## src/rtl/iserdes_gen.sv

```systemverilog
// iserdes_gen: bit-rate serial-to-parallel deserializer with internal word strobe, bitslip and master/slave cascade.
// Define ISERDES_GEN_TRAIN_EN to add the ALIGN_START/ALIGNED/ALIGN_FAIL word-alignment training FSM.
module iserdes_gen #(
   parameter int DATA_WIDTH = 8,
   parameter BITSLIP_ENABLE = "FALSE",
`ifdef ISERDES_GEN_TRAIN_EN
   parameter logic [DATA_WIDTH-1:0] TRAIN_PATTERN = DATA_WIDTH'(8'h2C),
`endif
   parameter SERDES_MODE = "NONE"
) (
   input  logic                  CLK,
   input  logic                  RST,
   input  logic                  CE,
   input  logic                  D,
   input  logic                  SHIFTIN,
   input  logic                  BITSLIP,
`ifdef ISERDES_GEN_TRAIN_EN
   input  logic                  ALIGN_START,
   output logic                  ALIGNED,
   output logic                  ALIGN_FAIL,
`endif
   output logic [DATA_WIDTH-1:0] Q,
   output logic                  VALID,
   output logic                  SHIFTOUT
);
   localparam int CW = DATA_WIDTH > 1 ? $clog2(DATA_WIDTH) : 1;
   localparam logic [CW-1:0] LAST = CW'(DATA_WIDTH - 1);
   localparam bit SLIP_EN = BITSLIP_ENABLE == "TRUE";
   logic [DATA_WIDTH-1:0] sr, sr_nx;
   logic [CW-1:0] cnt;
   logic din, slip_lock, int_slip, slip, word;
   assign din = (SERDES_MODE == "SLAVE") ? SHIFTIN : D;
   generate
      if (DATA_WIDTH == 1) begin : g_one
         assign sr_nx = din;
      end else begin : g_multi
         assign sr_nx = {din, sr[DATA_WIDTH-1:1]};
      end
   endgenerate
   // A slip holds the counter so the word boundary lands one bit later; the lock allows one slip per word.
   assign slip = DATA_WIDTH > 1 && CE && !slip_lock && ((SLIP_EN && BITSLIP) || int_slip);
   assign word = CE && cnt == LAST && !slip;
   assign SHIFTOUT = sr[0];
   always_ff @(posedge CLK or posedge RST)
      if (RST) begin
         sr        <= '0;
         cnt       <= '0;
         Q         <= '0;
         VALID     <= 1'b0;
         slip_lock <= 1'b0;
      end else begin
         VALID <= word;
         if (CE) begin
            sr <= sr_nx;
            if (slip) slip_lock <= 1'b1;
            else cnt <= word ? '0 : cnt + 1'b1;
            if (word) begin
               Q         <= sr_nx;
               slip_lock <= 1'b0;
            end
         end
      end
`ifdef ISERDES_GEN_TRAIN_EN
   typedef enum logic [2:0] {IDLE, CHECK, SLIP, DRAIN, LOCKED, FAIL} st_t;
   st_t st, st_nx;
   logic [CW-1:0] tries, tries_nx;
   assign int_slip   = st == SLIP;
   assign ALIGNED    = st == LOCKED;
   assign ALIGN_FAIL = st == FAIL;
   always_ff @(posedge CLK or posedge RST)
      if (RST) begin
         st    <= IDLE;
         tries <= '0;
      end else begin
         st    <= st_nx;
         tries <= tries_nx;
      end
   // DRAIN skips the word already in flight when the slip landed, so CHECK only sees post-slip words.
   always_comb begin
      st_nx    = st;
      tries_nx = tries;
      if (ALIGN_START) begin
         st_nx    = CHECK;
         tries_nx = '0;
      end else
         case (st)
            CHECK: if (VALID) st_nx = (Q == TRAIN_PATTERN) ? LOCKED : (tries == LAST) ? FAIL : SLIP;
            SLIP:
               if (CE && !slip_lock) begin
                  st_nx    = DRAIN;
                  tries_nx = tries + 1'b1;
               end
            DRAIN: if (VALID) st_nx = CHECK;
            default: ;
         endcase
   end
`else
   assign int_slip = 1'b0;
`endif
endmodule

```

## config.mk

```make
export PLATFORM = sky130hd
export DESIGN_NAME = iserdes_gen
export DESIGN_NICKNAME = d
export VERILOG_FILES = /design/src/rtl/iserdes_gen.sv
export SDC_FILE = /design/constraint.sdc
export NUM_CORES = 1
export LEC_CHECK = 0
export ABC_AREA = 0
export ABC_CLOCK_PERIOD_IN_PS = 4400
export CAP_MARGIN = 5
export CORE_UTILIZATION = 55
export CTS_BUF_LIST = sky130_fd_sc_hd__clkbuf_8
export CTS_CLUSTER_SIZE = 28
export DETAILED_ROUTE_END_ITERATION = 10
export PLACE_DENSITY = 0.85
export SLEW_MARGIN = 20
export SYNTH_ARGS = -nofsm -noshare
export SYNTH_HDL_FRONTEND = slang
export SYNTH_SLANG_ARGS = --single-unit
```

## constraint.sdc

```tcl
create_clock -name CLK -period 4.4 [get_ports CLK]
set_clock_uncertainty 0.05 [all_clocks]
set_input_delay 0.66 -clock CLK [delete_from_list [all_inputs] [get_ports CLK]]
set_output_delay 0.66 -clock CLK [all_outputs]
set_load 0.005 [all_outputs]
```

==> results of run 1 <==
## layout by cell type, fill, tap and decap left out
master                             n
sky130_fd_sc_hd__dfrtp_1          20
sky130_fd_sc_hd__mux2_2           17
sky130_fd_sc_hd__clkdlybuf4s50_1  13
sky130_fd_sc_hd__inv_1             3
sky130_fd_sc_hd__clkbuf_8          3
sky130_fd_sc_hd__ha_1              2
sky130_fd_sc_hd__nand2_4           1
sky130_fd_sc_hd__nand2b_1          1
sky130_fd_sc_hd__mux2i_1           1
sky130_fd_sc_hd__nand2_1           1
sky130_fd_sc_hd__o22ai_1           1
## worst paths after layout
kind,startpoint,end,slack [ns],cells past startpoint
max in group asynchronous,RST,Q[4]$_DFFE_PP0P_,3.07,2
worst max-delay path,CE,Q[7]$_DFFE_PP0P_,2.41,3
worst min register to register,Q[6]$_DFFE_PP0P_,Q[6]$_DFFE_PP0P_,0.46,1
worst min-delay path,Q[6]$_DFFE_PP0P_,Q[6]$_DFFE_PP0P_,0.46,1
min in group asynchronous,RST,cnt[0]$_DFFE_PP0P_,0.78,2
worst max register to register,cnt[0]$_DFFE_PP0P_,Q[7]$_DFFE_PP0P_,2.87,4
## layer usage
metal,part of all wire,up-vias,global-route usage
met5,0,-,0
met4,0.0081,0,0.0776
met3,0.033,2,0.0511
met2,0.51,8,0.316
met1,0.44,203,0.236
li1,-,196,-
## cell usage after synthesis (all sizes together)
library cell  count
buf               1
dfrtp            20
ha                2
inv               3
o22ai             1
mux2             17
nand2             2
mux2i             1
nand2b            1
## final cells by class
| cell class | instances | share of cell area |
|---|---|---|
| sequential | 20 | 0.524 |
| multi-input combinational | 24 | 0.266 |
| timing repair buffer | 13 | 0.136 |
| clock buffer | 3 | 0.0432 |
| tap | 15 | 0.0196 |
| inverter | 3 | 0.0118 |
## flip-flops by register name, indices dropped and copies added, names as in the netlist
register / count
VALID: 1
sr: 8
cnt: 3
Q: 8
## stage by stage
| step | hold slack (ns) | cell area [um^2] | cells | worst slack [ns] |
|---|---|---|---|---|
| after floorplan | 0.407 | 773 | 48 | 2.99 |
| after global placement | 0.432 | 915 | 75 | 2.20 |
| after detailed placement | 0.441 | 915 | 75 | 2.17 |
| after CTS | 0.461 | 956 | 78 | 2.43 |
| after global routing | 0.470 | 956 | 78 | 2.36 |
| final | 0.457 | 956 | 78 | 2.41 |
## cell families (layout without fill, tap and decap cells)
kind of cell / count (synthesis) / after routing / synth area share
flops: 20 / 20 / 0.647
simple gates: 3 / 3 / 0.0275
mux: 18 / 18 / 0.261
compound gates: 1 / 1 / 0.00810
buf+inv: 4 / 19 / 0.0243
fa+ha+maj: 2 / 2 / 0.0324
## where the power goes
part	internal, mW	total, mW	switching (mW)
registers	0.251	0.288	0.0366
logic	0.130	0.187	0.0567
clock network	0.0607	0.113	0.0519
==> impl_results.rst, run 1 <==
.. list-table::
   :header-rows: 1

   * - Metric
     - Value
   * - Cell Area, Synth
     - 773 um^2
   * - Total length of routed wires
     - 1230 um
   * - Buffers plus inverters on the worst setup path
     - 1
   * - Initial Utilization
     - 0.594
   * - VDD IR max
     - 0.000379 V
   * - Max_slew headroom
     - 0.517
   * - Kind of start point of the critical path
     - input port
   * - Share of synthesized area occupied by flip-flops and latches
     - 0.647
   * - Row cnt
     - 13
   * - Die height
     - 39.5 um
   * - Root buffer cell
     - sky130_fd_sc_hd__clkbuf_8
   * - Number of sinks handled by clock tree synthesis
     - 20
   * - Worst-Skew Late Latency
     - 0.25 ns
   * - Drc violations
     - 0
   * - Kind of critical path
     - input port to register
   * - Buffer count from post-CTS setup fixing
     - 0
   * - Final Critical Period
     - 1.99 ns
   * - Leak Pwr
     - 0.445 nW
   * - Data required time at the worst endpoint
     - 4.48 ns
   * - Power after layout
     - 587 uW
   * - Layout cells sized above 1
     - 0.333
   * - Cts repair resizes
     - 0
   * - IO Pins
     - 16
   * - First-pass GRT wire length
     - 1870 um
   * - Cts-stage hold buffer count
     - 0
   * - All-Layer GR Usage
     - 0.192
   * - TritonCTS clock tree
     - built
   * - Syn-to-layout area delta
     - 23.6%
   * - Via Count
     - 409
   * - Flop and latch count out of synthesis
     - 20
   * - CP cell instances
     - clkdlybuf4s50_1, nand2_4, mux2_2
   * - Multi-input gate area
     - 254 um^2
   * - Area share of the largest cell type after synthesis
     - 0.647
   * - Total power per unit cell area
     - 614 mW/mm^2
   * - Reg area
     - 500 um^2
   * - Area enclosed by the die boundary
     - 0.00156 mm^2
   * - Initial antenna violation count
     - 0
   * - Total number of yosys warnings
     - 0
   * - Number of failing setup endpoints in the final timing report
     - 0
   * - Via count of the first global-routing pass
     - 399
   * - Path type of the worst min-delay path
     - register to register
   * - Average vias per placed instance
     - 5.24
   * - Period utilization
     - 0.453
   * - Detailed-placement wirelength estimate
     - 823 um
   * - Cell types occupying the most area after synthesis
     - sky130_fd_sc_hd__dfrtp_1 (65%), sky130_fd_sc_hd__mux2_2 (25%), sky130_fd_sc_hd__ha_1 (3.2%)
   * - Clock buffer count from CTS
     - 3
   * - Final Hold Fails
     - 0
   * - Crit Path Max Fanout
     - 14
   * - Per-cell routed wire length
     - 15.7 um
   * - Number of violations of the max-capacitance limit
     - 0
   * - Family with the most delay on the worst path
     - buffers and inverters
   * - Upper clock frequency limit
     - 502 MHz
   * - # H-tree levels
     - 1
   * - Run status
     - finished clean
   * - Finished Core Util
     - 0.735
   * - Final layout net count
     - 73
   * - Synth Area per Inst
     - 16.1 um^2
   * - Clock input transition at the sequential cells of the worst setup and hold paths
     - 0.06 ns
   * - Critical path's slowest cell
     - sky130_fd_sc_hd__clkdlybuf4s50_1
   * - Final Wtd Congestion
     - 0.630
   * - Width of the die
     - 39.5 um
   * - Critical path arrival
     - 2.07 ns
   * - Slew at the pin closest to its max-slew limit
     - 0.724 ns
   * - Net count after synthesis
     - 56
   * - Cells after Synth
     - 48
   * - Number of distinct library cells after synthesis
     - 10
   * - Final max-slew violation count
     - 0
   * - Delay of the slowest critical-path stage
     - 0.87 ns
   * - Number of antenna repair diodes
     - 0
   * - Number of filler cells placed in the layout
     - 89
   * - RSZ-0062 raised after global routing
     - no
   * - Number of design-rule violations left by the first detailed-router iteration
     - 4
   * - Area of the core region
     - 0.00130 mm^2
   * - DRT Pass-1 Iters
     - 2
   * - Maximum clock insertion buffer count
     - 2
   * - Total Neg Setup Slack
     - 0 ns
   * - Cell taking the most area after synthesis
     - sky130_fd_sc_hd__dfrtp_1
   * - Quantity of I/O buffers inserted on ports
     - 13
   * - Worst setup EP type
     - register
   * - Maximum number of pins on one net before global-route repair
     - 21
   * - Antenna Violating Nets Remaining
     - 0
   * - Gr ovfl total
     - 0
Note: power is estimated with default switching activity, not from simulation.
==> run 2, diff against run 1 <==
- ABC_CLOCK_PERIOD_IN_PS: 4400 -> 1700
- CORE_UTILIZATION: 55 -> 46
- PLACE_DENSITY: 0.85 -> 0.76
- clock period: 4.4 -> 1.7 ns (I/O delays scaled with it)
==> run 2 against run 1 <==
Against the previous run: sequential power grew to 2.6 times the previous value; flip-flop and latch count stayed put; hold slack worse by 0.18 ns; register-to-register slack worse by 2.7 ns; global-route usage is 5.3 points lower; via count is 2.2% higher; first-iteration DRC count stayed put; sequential share of layout area is 1.3 points lower; worst setup slack worse by 2.2 ns; critical path type is now register to register; largest power group unchanged.
==> impl_results.rst, run 2 (synthesized netlist as in run 1, its figures left out) <==
.. list-table::
   :header-rows: 1

   * - Metric
     - Value
   * - Die height
     - 43 um (+8.9%)
   * - Most common library cell in the layout ignoring fill and taps
     - sky130_fd_sc_hd__dfrtp_1
   * - Gr ovfl total
     - 0 (unchanged)
   * - Final Wtd Congestion
     - 0.671 (+6.5%)
   * - Via count of the first global-routing pass
     - 458 (+15%)
   * - Cts-stage hold buffer count
     - 0 (unchanged)
   * - Number of failing setup endpoints in the final timing report
     - 0 (unchanged)
   * - RSZ-0062 raised after global routing
     - no
   * - Antenna Violating Nets Remaining
     - 0 (unchanged)
   * - Detailed-placement wirelength estimate
     - 732 um (-11%)
   * - Maximum clock insertion buffer count
     - 2 (unchanged)
   * - Reg-to-reg setup timing slack
     - 0.19 ns (-2.68 ns)
   * - Final Critical Period
     - 1.51 ns
   * - Topmost layer with routed signal wires
     - met3
   * - Worst setup EP type
     - register
   * - Area of the core region
     - 0.00154 mm^2 (+18%)
   * - Quantity of I/O buffers inserted on ports
     - 13 (unchanged)
   * - Number of design-rule violations left by the first detailed-router iteration
     - 4 (unchanged)
   * - Per-cell routed wire length
     - 13.4 um (-15%)
   * - Buffer count from post-CTS setup fixing
     - 0 (unchanged)
   * - Cts repair resizes
     - 0 (unchanged)
   * - Fin Hold WS
     - 0.277 ns (-0.179 ns)
   * - Crit Path Max Fanout
     - 9 (-5)
   * - Leak Pwr
     - 0.459 nW (+3.2%)
   * - Upper clock frequency limit
     - 664 MHz
   * - # H-tree levels
     - 1 (unchanged)
   * - Total Neg Setup Slack
     - 0 ns (unchanged)
   * - Number of violations of the max-capacitance limit
     - 0 (unchanged)
   * - Kind of critical path
     - register to register
   * - Path type of the worst min-delay path
     - input port to async pin
   * - Initial antenna violation count
     - 0 (unchanged)
   * - All-Layer GR Usage
     - 0.139 (-0.0526)
   * - Clock input transition at the sequential cells of the worst setup and hold paths
     - 0.07 ns (about the same)
   * - Data required time at the worst endpoint
     - 1.79 ns (-2.69 ns)
   * - Critical R2R Capture
     - Q[6]$_DFFE_PP0P_
   * - Width of the die
     - 43 um (+8.9%)
   * - Most frequent cells in the layout
     - sky130_fd_sc_hd__dfrtp_1 (20), sky130_fd_sc_hd__mux2_2 (17), sky130_fd_sc_hd__clkdlybuf4s50_1 (13)
   * - Row cnt
     - 14 (+1)
   * - Initial Utilization
     - 0.502 (-0.0926)
   * - Final layout net count
     - 76 (+4.1%)
   * - Drc violations
     - 0 (unchanged)
   * - Via Count
     - 418 (+2.2%)
   * - Slew at the pin closest to its max-slew limit
     - 0.253 ns (-0.471 ns)
   * - Power after layout
     - 1.51 mW (+160%)
   * - Total power per unit cell area
     - 1540 mW/mm^2 (+150%)
   * - R2R depth
     - 4 (unchanged)
   * - Max_slew headroom
     - 0.831 (+0.314)
   * - Met2 wire len
     - 518 um (-18%)
   * - Root buffer cell
     - sky130_fd_sc_hd__clkbuf_8
   * - Average vias per placed instance
     - 5.10 (-2.8%)
   * - Clock buffer count from CTS
     - 3 (unchanged)
   * - Registers with the most flip-flops
     - Q x8, sr x8, cnt x3
   * - Total length of routed wires
     - 1100 um (-11%)
   * - Startpoint of the lowest-slack register-to-register path
     - cnt[0]$_DFFE_PP0P_
   * - TritonCTS clock tree
     - built
   * - Destination of the critical timing path
     - Q[6]$_DFFE_PP0P_
   * - Met1 routed wirelength after detailed routing
     - 535 um (-1.5%)
   * - Run status
     - finished clean
   * - Number of antenna repair diodes
     - 0 (unchanged)
   * - Syn-to-layout area delta
     - 26.7%
   * - Critical path arrival
     - 1.60 ns (-0.47 ns)
   * - VDD IR max
     - 0.000861 V (+130%)
   * - Critical path startpoint
     - cnt[0]$_DFFE_PP0P_
   * - Number of sinks handled by clock tree synthesis
     - 20 (unchanged)
   * - Length of routed met3 wiring
     - 45 um (+9.8%)
   * - IO Pins
     - 16 (unchanged)
   * - Final max-slew violation count
     - 0 (unchanged)
   * - Worst-Skew Late Latency
     - 0.25 ns (about the same)
   * - Period utilization
     - 0.886
   * - First-pass GRT wire length
     - 1860 um (-0.32%)
   * - Kind of start point of the critical path
     - register
   * - Maximum number of pins on one net before global-route repair
     - 21 (unchanged)
   * - DRT Pass-1 Iters
     - 2 (unchanged)
   * - Area enclosed by the die boundary
     - 0.00185 mm^2 (+19%)
   * - Finished layout cell area
     - 980 um^2 (+2.5%)
   * - Layout cells sized above 1
     - 0.364 (+0.0303)
   * - Placement-stage cell area
     - 938 um^2 (+2.6%)
   * - Final Hold Fails
     - 0 (unchanged)
run 2: cell types whose count changed in the layout (fill, tap and decap cells not counted):
cell and delta:
sky130_fd_sc_hd__buf_4 +3
run 2: worst min-delay path by stage:
stage | slack [ns] | startpoint | to
after floorplan | 0.17 | RST | Q[0]$_DFFE_PP0P_
after global placement | 0.43 | cnt[0]$_DFFE_PP0P_ | cnt[0]$_DFFE_PP0P_
after detailed placement | 0.43 | cnt[0]$_DFFE_PP0P_ | cnt[0]$_DFFE_PP0P_
after CTS | 0.28 | RST | Q[2]$_DFFE_PP0P_
after global routing | 0.32 | RST | Q[2]$_DFFE_PP0P_
final | 0.28 | RST | Q[3]$_DFFE_PP0P_
run 2: per-stage QoR:
step / util / instances / setup slack, ns
detailed placement: 0.609 / 79 / 0.185
finish: 0.636 / 82 / 0.194
global placement: 0.609 / 79 / 0.217
CTS: 0.636 / 82 / 0.177
global route: 0.636 / 82 / 0.141
floorplan: - / 48 / 0.292
run 2: per-layer routing:
| metal | vias to the layer above | track usage |
|---|---|---|
| met4 | 0 | 0.0909 |
| met1 | 209 | 0.169 |
| met2 | 8 | 0.224 |
| met3 | 0 | 0.0255 |
| met5 | - | 0 |
| li1 | 201 | - |
run 2: where the power goes:
part           switching (mW)  total (mW)  leakage, nW  internal, mW
Sequential             0.0880       0.738        0.243         0.650
Combinational           0.135       0.474        0.195         0.339
Clock                   0.143       0.300       0.0216         0.157
run 2: final cells by class:
| class | instances | area [um^2] |
|---|---|---|
| inverters | 3 | 11.3 |
| clock buffers | 3 | 41.3 |
| flip-flops and latches | 20 | 500 |
| multi-input cells | 24 | 254 |
| well taps | 16 | 20.0 |
| fillers | 119 | 562 |
| repair buffers | 16 | 153 |
run 2: critical path: stages, from the launching register on:
cell and delay [ns]:
sky130_fd_sc_hd__dfrtp_1 0.40, sky130_fd_sc_hd__ha_1 0.21, sky130_fd_sc_hd__ha_1 0.23, sky130_fd_sc_hd__nand2_4 0.15
sky130_fd_sc_hd__mux2_2 0.35
==> run 3, diff against run 2 <==
- REMOVE_ABC_BUFFERS: default -> 1
==> run 3 against run 2 <==
Against the previous run: register-to-register slack is essentially flat; power grew 12%; hold slack lost 0.0081 ns; critical path depth is the same; largest cell class unchanged; combinational power grew 1%; design area grew 3.6%; wire length grew 7.4%.
==> impl_results.rst, run 3 (synthesized netlist as in run 1, its figures left out) <==
.. list-table::
   :header-rows: 1

   * - Metric
     - Value
   * - Width of the die
     - 43 um (unchanged)
   * - Max_slew headroom
     - 0.838 (+0.00647)
   * - Switching component of the power
     - 388 uW (+6.1%)
   * - Clock input transition at the sequential cells of the worst setup and hold paths
     - 0.07 ns (about the same)
   * - Root buffer cell
     - sky130_fd_sc_hd__clkbuf_8
   * - Initial Utilization
     - 0.502 (unchanged)
   * - Leak Pwr
     - 0.473 nW (+3.0%)
   * - Per-cell routed wire length
     - 14.4 um (+7.4%)
   * - Layout cells sized above 1
     - 0.364 (unchanged)
   * - Maximum number of pins on one net before global-route repair
     - 21 (unchanged)
   * - Drc violations
     - 0 (unchanged)
   * - First-pass GRT wire length
     - 2040 um (+9.6%)
   * - Total Neg Setup Slack
     - 0 ns (unchanged)
   * - Via Count
     - 432 (+3.3%)
   * - Number of filler cells placed in the layout
     - 120 (+0.84%)
   * - Number of violations of the max-capacitance limit
     - 0 (unchanged)
   * - Most common library cell in the layout ignoring fill and taps
     - sky130_fd_sc_hd__dfrtp_1
   * - Final Critical Period
     - 1.51 ns (+0.00304 ns)
   * - All-Layer GR Usage
     - 0.155 (+0.0161)
   * - Data required time at the worst endpoint
     - 1.80 ns (about the same)
   * - Fin Hold WS
     - 0.269 ns (-0.00806 ns)
   * - Antenna Violating Nets Remaining
     - 0 (unchanged)
   * - Run status
     - finished clean
   * - Internal power of the cells
     - 1.31 mW (+14%)
   * - Gr ovfl total
     - 0 (unchanged)
   * - VDD IR max
     - 0.00104 V (+21%)
   * - Die height
     - 43 um (unchanged)
   * - Total power per unit cell area
     - 1670 mW/mm^2 (+8.1%)
   * - DRT Pass-1 Iters
     - 2 (unchanged)
   * - Row cnt
     - 14 (unchanged)
   * - Number of sinks handled by clock tree synthesis
     - 20 (unchanged)
   * - Final layout net count
     - 75 (-1.3%)
   * - Via count of the first global-routing pass
     - 466 (+1.7%)
   * - Maximum clock insertion buffer count
     - 2 (unchanged)
   * - Crit Path Max Fanout
     - 9 (unchanged)
   * - Clock share of power
     - 0.277 (+0.079)
   * - Average vias per placed instance
     - 5.27 (+3.3%)
   * - Proportion of total power due to net switching
     - 0.229 (-0.0127)
   * - Total length of routed wires
     - 1180 um (+7.4%)
   * - Syn-to-layout area delta
     - 31.2%
   * - IO Pins
     - 16 (unchanged)
   * - Final max-slew violation count
     - 0 (unchanged)
   * - Most frequent cells in the layout
     - sky130_fd_sc_hd__dfrtp_1 (20), sky130_fd_sc_hd__mux2_2 (17), sky130_fd_sc_hd__clkdlybuf4s50_1 (13)
   * - Sequential cell fraction of total power
     - 0.440 (-0.048)
   * - Worst setup EP type
     - register
   * - Number of failing setup endpoints in the final timing report
     - 0 (unchanged)
   * - Final Hold Fails
     - 0 (unchanged)
   * - Finished Core Util
     - 0.658 (+0.0227)
   * - Kind of start point of the critical path
     - register
   * - Registers with the most flip-flops
     - Q x8, sr x8, cnt x3
   * - Critical path arrival
     - 1.60 ns (about the same)
   * - Final Wtd Congestion
     - 0.659 (-1.9%)
   * - Cts-stage hold buffer count
     - 0 (unchanged)
   * - Detailed-placement wirelength estimate
     - 760 um (+3.9%)
   * - Worst-Skew Late Latency
     - 0.25 ns (about the same)
   * - RSZ-0062 raised after global routing
     - no
   * - R2R depth
     - 4 (unchanged)
   * - Period utilization
     - 0.888 (+0.00179)
   * - Area of the core region
     - 0.00154 mm^2 (unchanged)
   * - Number of antenna repair diodes
     - 0 (unchanged)
   * - Cts repair resizes
     - 0 (unchanged)
   * - Relative contribution of combinational cells to total power
     - 0.284 (-0.030)
   * - Quantity of I/O buffers inserted on ports
     - 13 (unchanged)
   * - # H-tree levels
     - 1 (unchanged)
   * - Kind of critical path
     - register to register
   * - Buffer count from post-CTS setup fixing
     - 0 (unchanged)
   * - Clock buffer count from CTS
     - 3 (unchanged)
   * - Path type of the worst min-delay path
     - input port to async pin
   * - Slew at the pin closest to its max-slew limit
     - 0.243 ns (-0.00971 ns)
   * - TritonCTS clock tree
     - built
   * - Upper clock frequency limit
     - 663 MHz (-0.20%)
   * - Number of design-rule violations left by the first detailed-router iteration
     - 1 (-3)
   * - Area enclosed by the die boundary
     - 0.00185 mm^2 (unchanged)
   * - Initial antenna violation count
     - 0 (unchanged)
## run 3: cell count changes in the layout (fill, tap and decap cells not counted)
cell,previous run,this run
sky130_fd_sc_hd__bufinv_16,0,1
sky130_fd_sc_hd__buf_12,0,1
sky130_fd_sc_hd__buf_4,3,1
## run 3: per-stage QoR
step | setup slack, ns | std cells | instance area, um^2 | total power [mW]
after floorplan | 0.292 | 47 | 766 | 0.961
after global placement | 0.204 | 78 | 943 | 1.22
after detailed placement | 0.193 | 78 | 943 | 1.24
after CTS | 0.183 | 82 | 1010 | 1.71
after global routing | 0.143 | 82 | 1010 | 1.79
final | 0.191 | 82 | 1010 | 1.69
## run 3: area by class of cell
class,instances,area (um^2),area share
Clock buffer,3,41.3,0.0407
Sequential cell,20,500,0.493
Timing Repair Buffer,15,158,0.155
Clock inverter,1,30.0,0.0296
Tap cell,16,20.0,0.0197
Multi-Input combinational cell,24,254,0.250
Inverter,3,11.3,0.0111
## run 3: final timing paths
kind	start	endpoint	slack, ns
worst max-delay path	cnt[0]$_DFFE_PP0P_	Q[5]$_DFFE_PP0P_	0.19
worst min register to register	cnt[0]$_DFFE_PP0P_	cnt[0]$_DFFE_PP0P_	0.44
worst max register to register	cnt[0]$_DFFE_PP0P_	Q[5]$_DFFE_PP0P_	0.19
worst min-delay path	RST	Q[6]$_DFFE_PP0P_	0.27
min in group CLK	cnt[0]$_DFFE_PP0P_	cnt[0]$_DFFE_PP0P_	0.44
max in group asynchronous	RST	Q[2]$_DFFE_PP0P_	1.13
## run 3: power groups by stage
stage          Combinational (mW)  Clock, mW  Sequential, mW
5_1_grt                     0.522      0.492           0.771
2_1_floorplan               0.215          0           0.746
3_5_place_dp                0.488          0           0.754
3_3_place_gp                0.473          0           0.743
4_1_cts                     0.491      0.475           0.746
6_report                    0.481      0.468           0.745
## run 3: per-layer routing
layer	vias up	routed length (um)	part of all wire	track usage
li1	198	-	-	-
met1	219	541	0.46	0.195
met2	11	551	0.47	0.242
met3	4	49	0.042	0.0255
met4	0	37	0.031	0.109
met5	-	0	0	0
## run 3: critical path: stages, from the launching register on
cell	delay, ns
sky130_fd_sc_hd__dfrtp_1	0.40
sky130_fd_sc_hd__ha_1	0.20
sky130_fd_sc_hd__ha_1	0.24
sky130_fd_sc_hd__nand2_4	0.16
sky130_fd_sc_hd__mux2_2	0.35
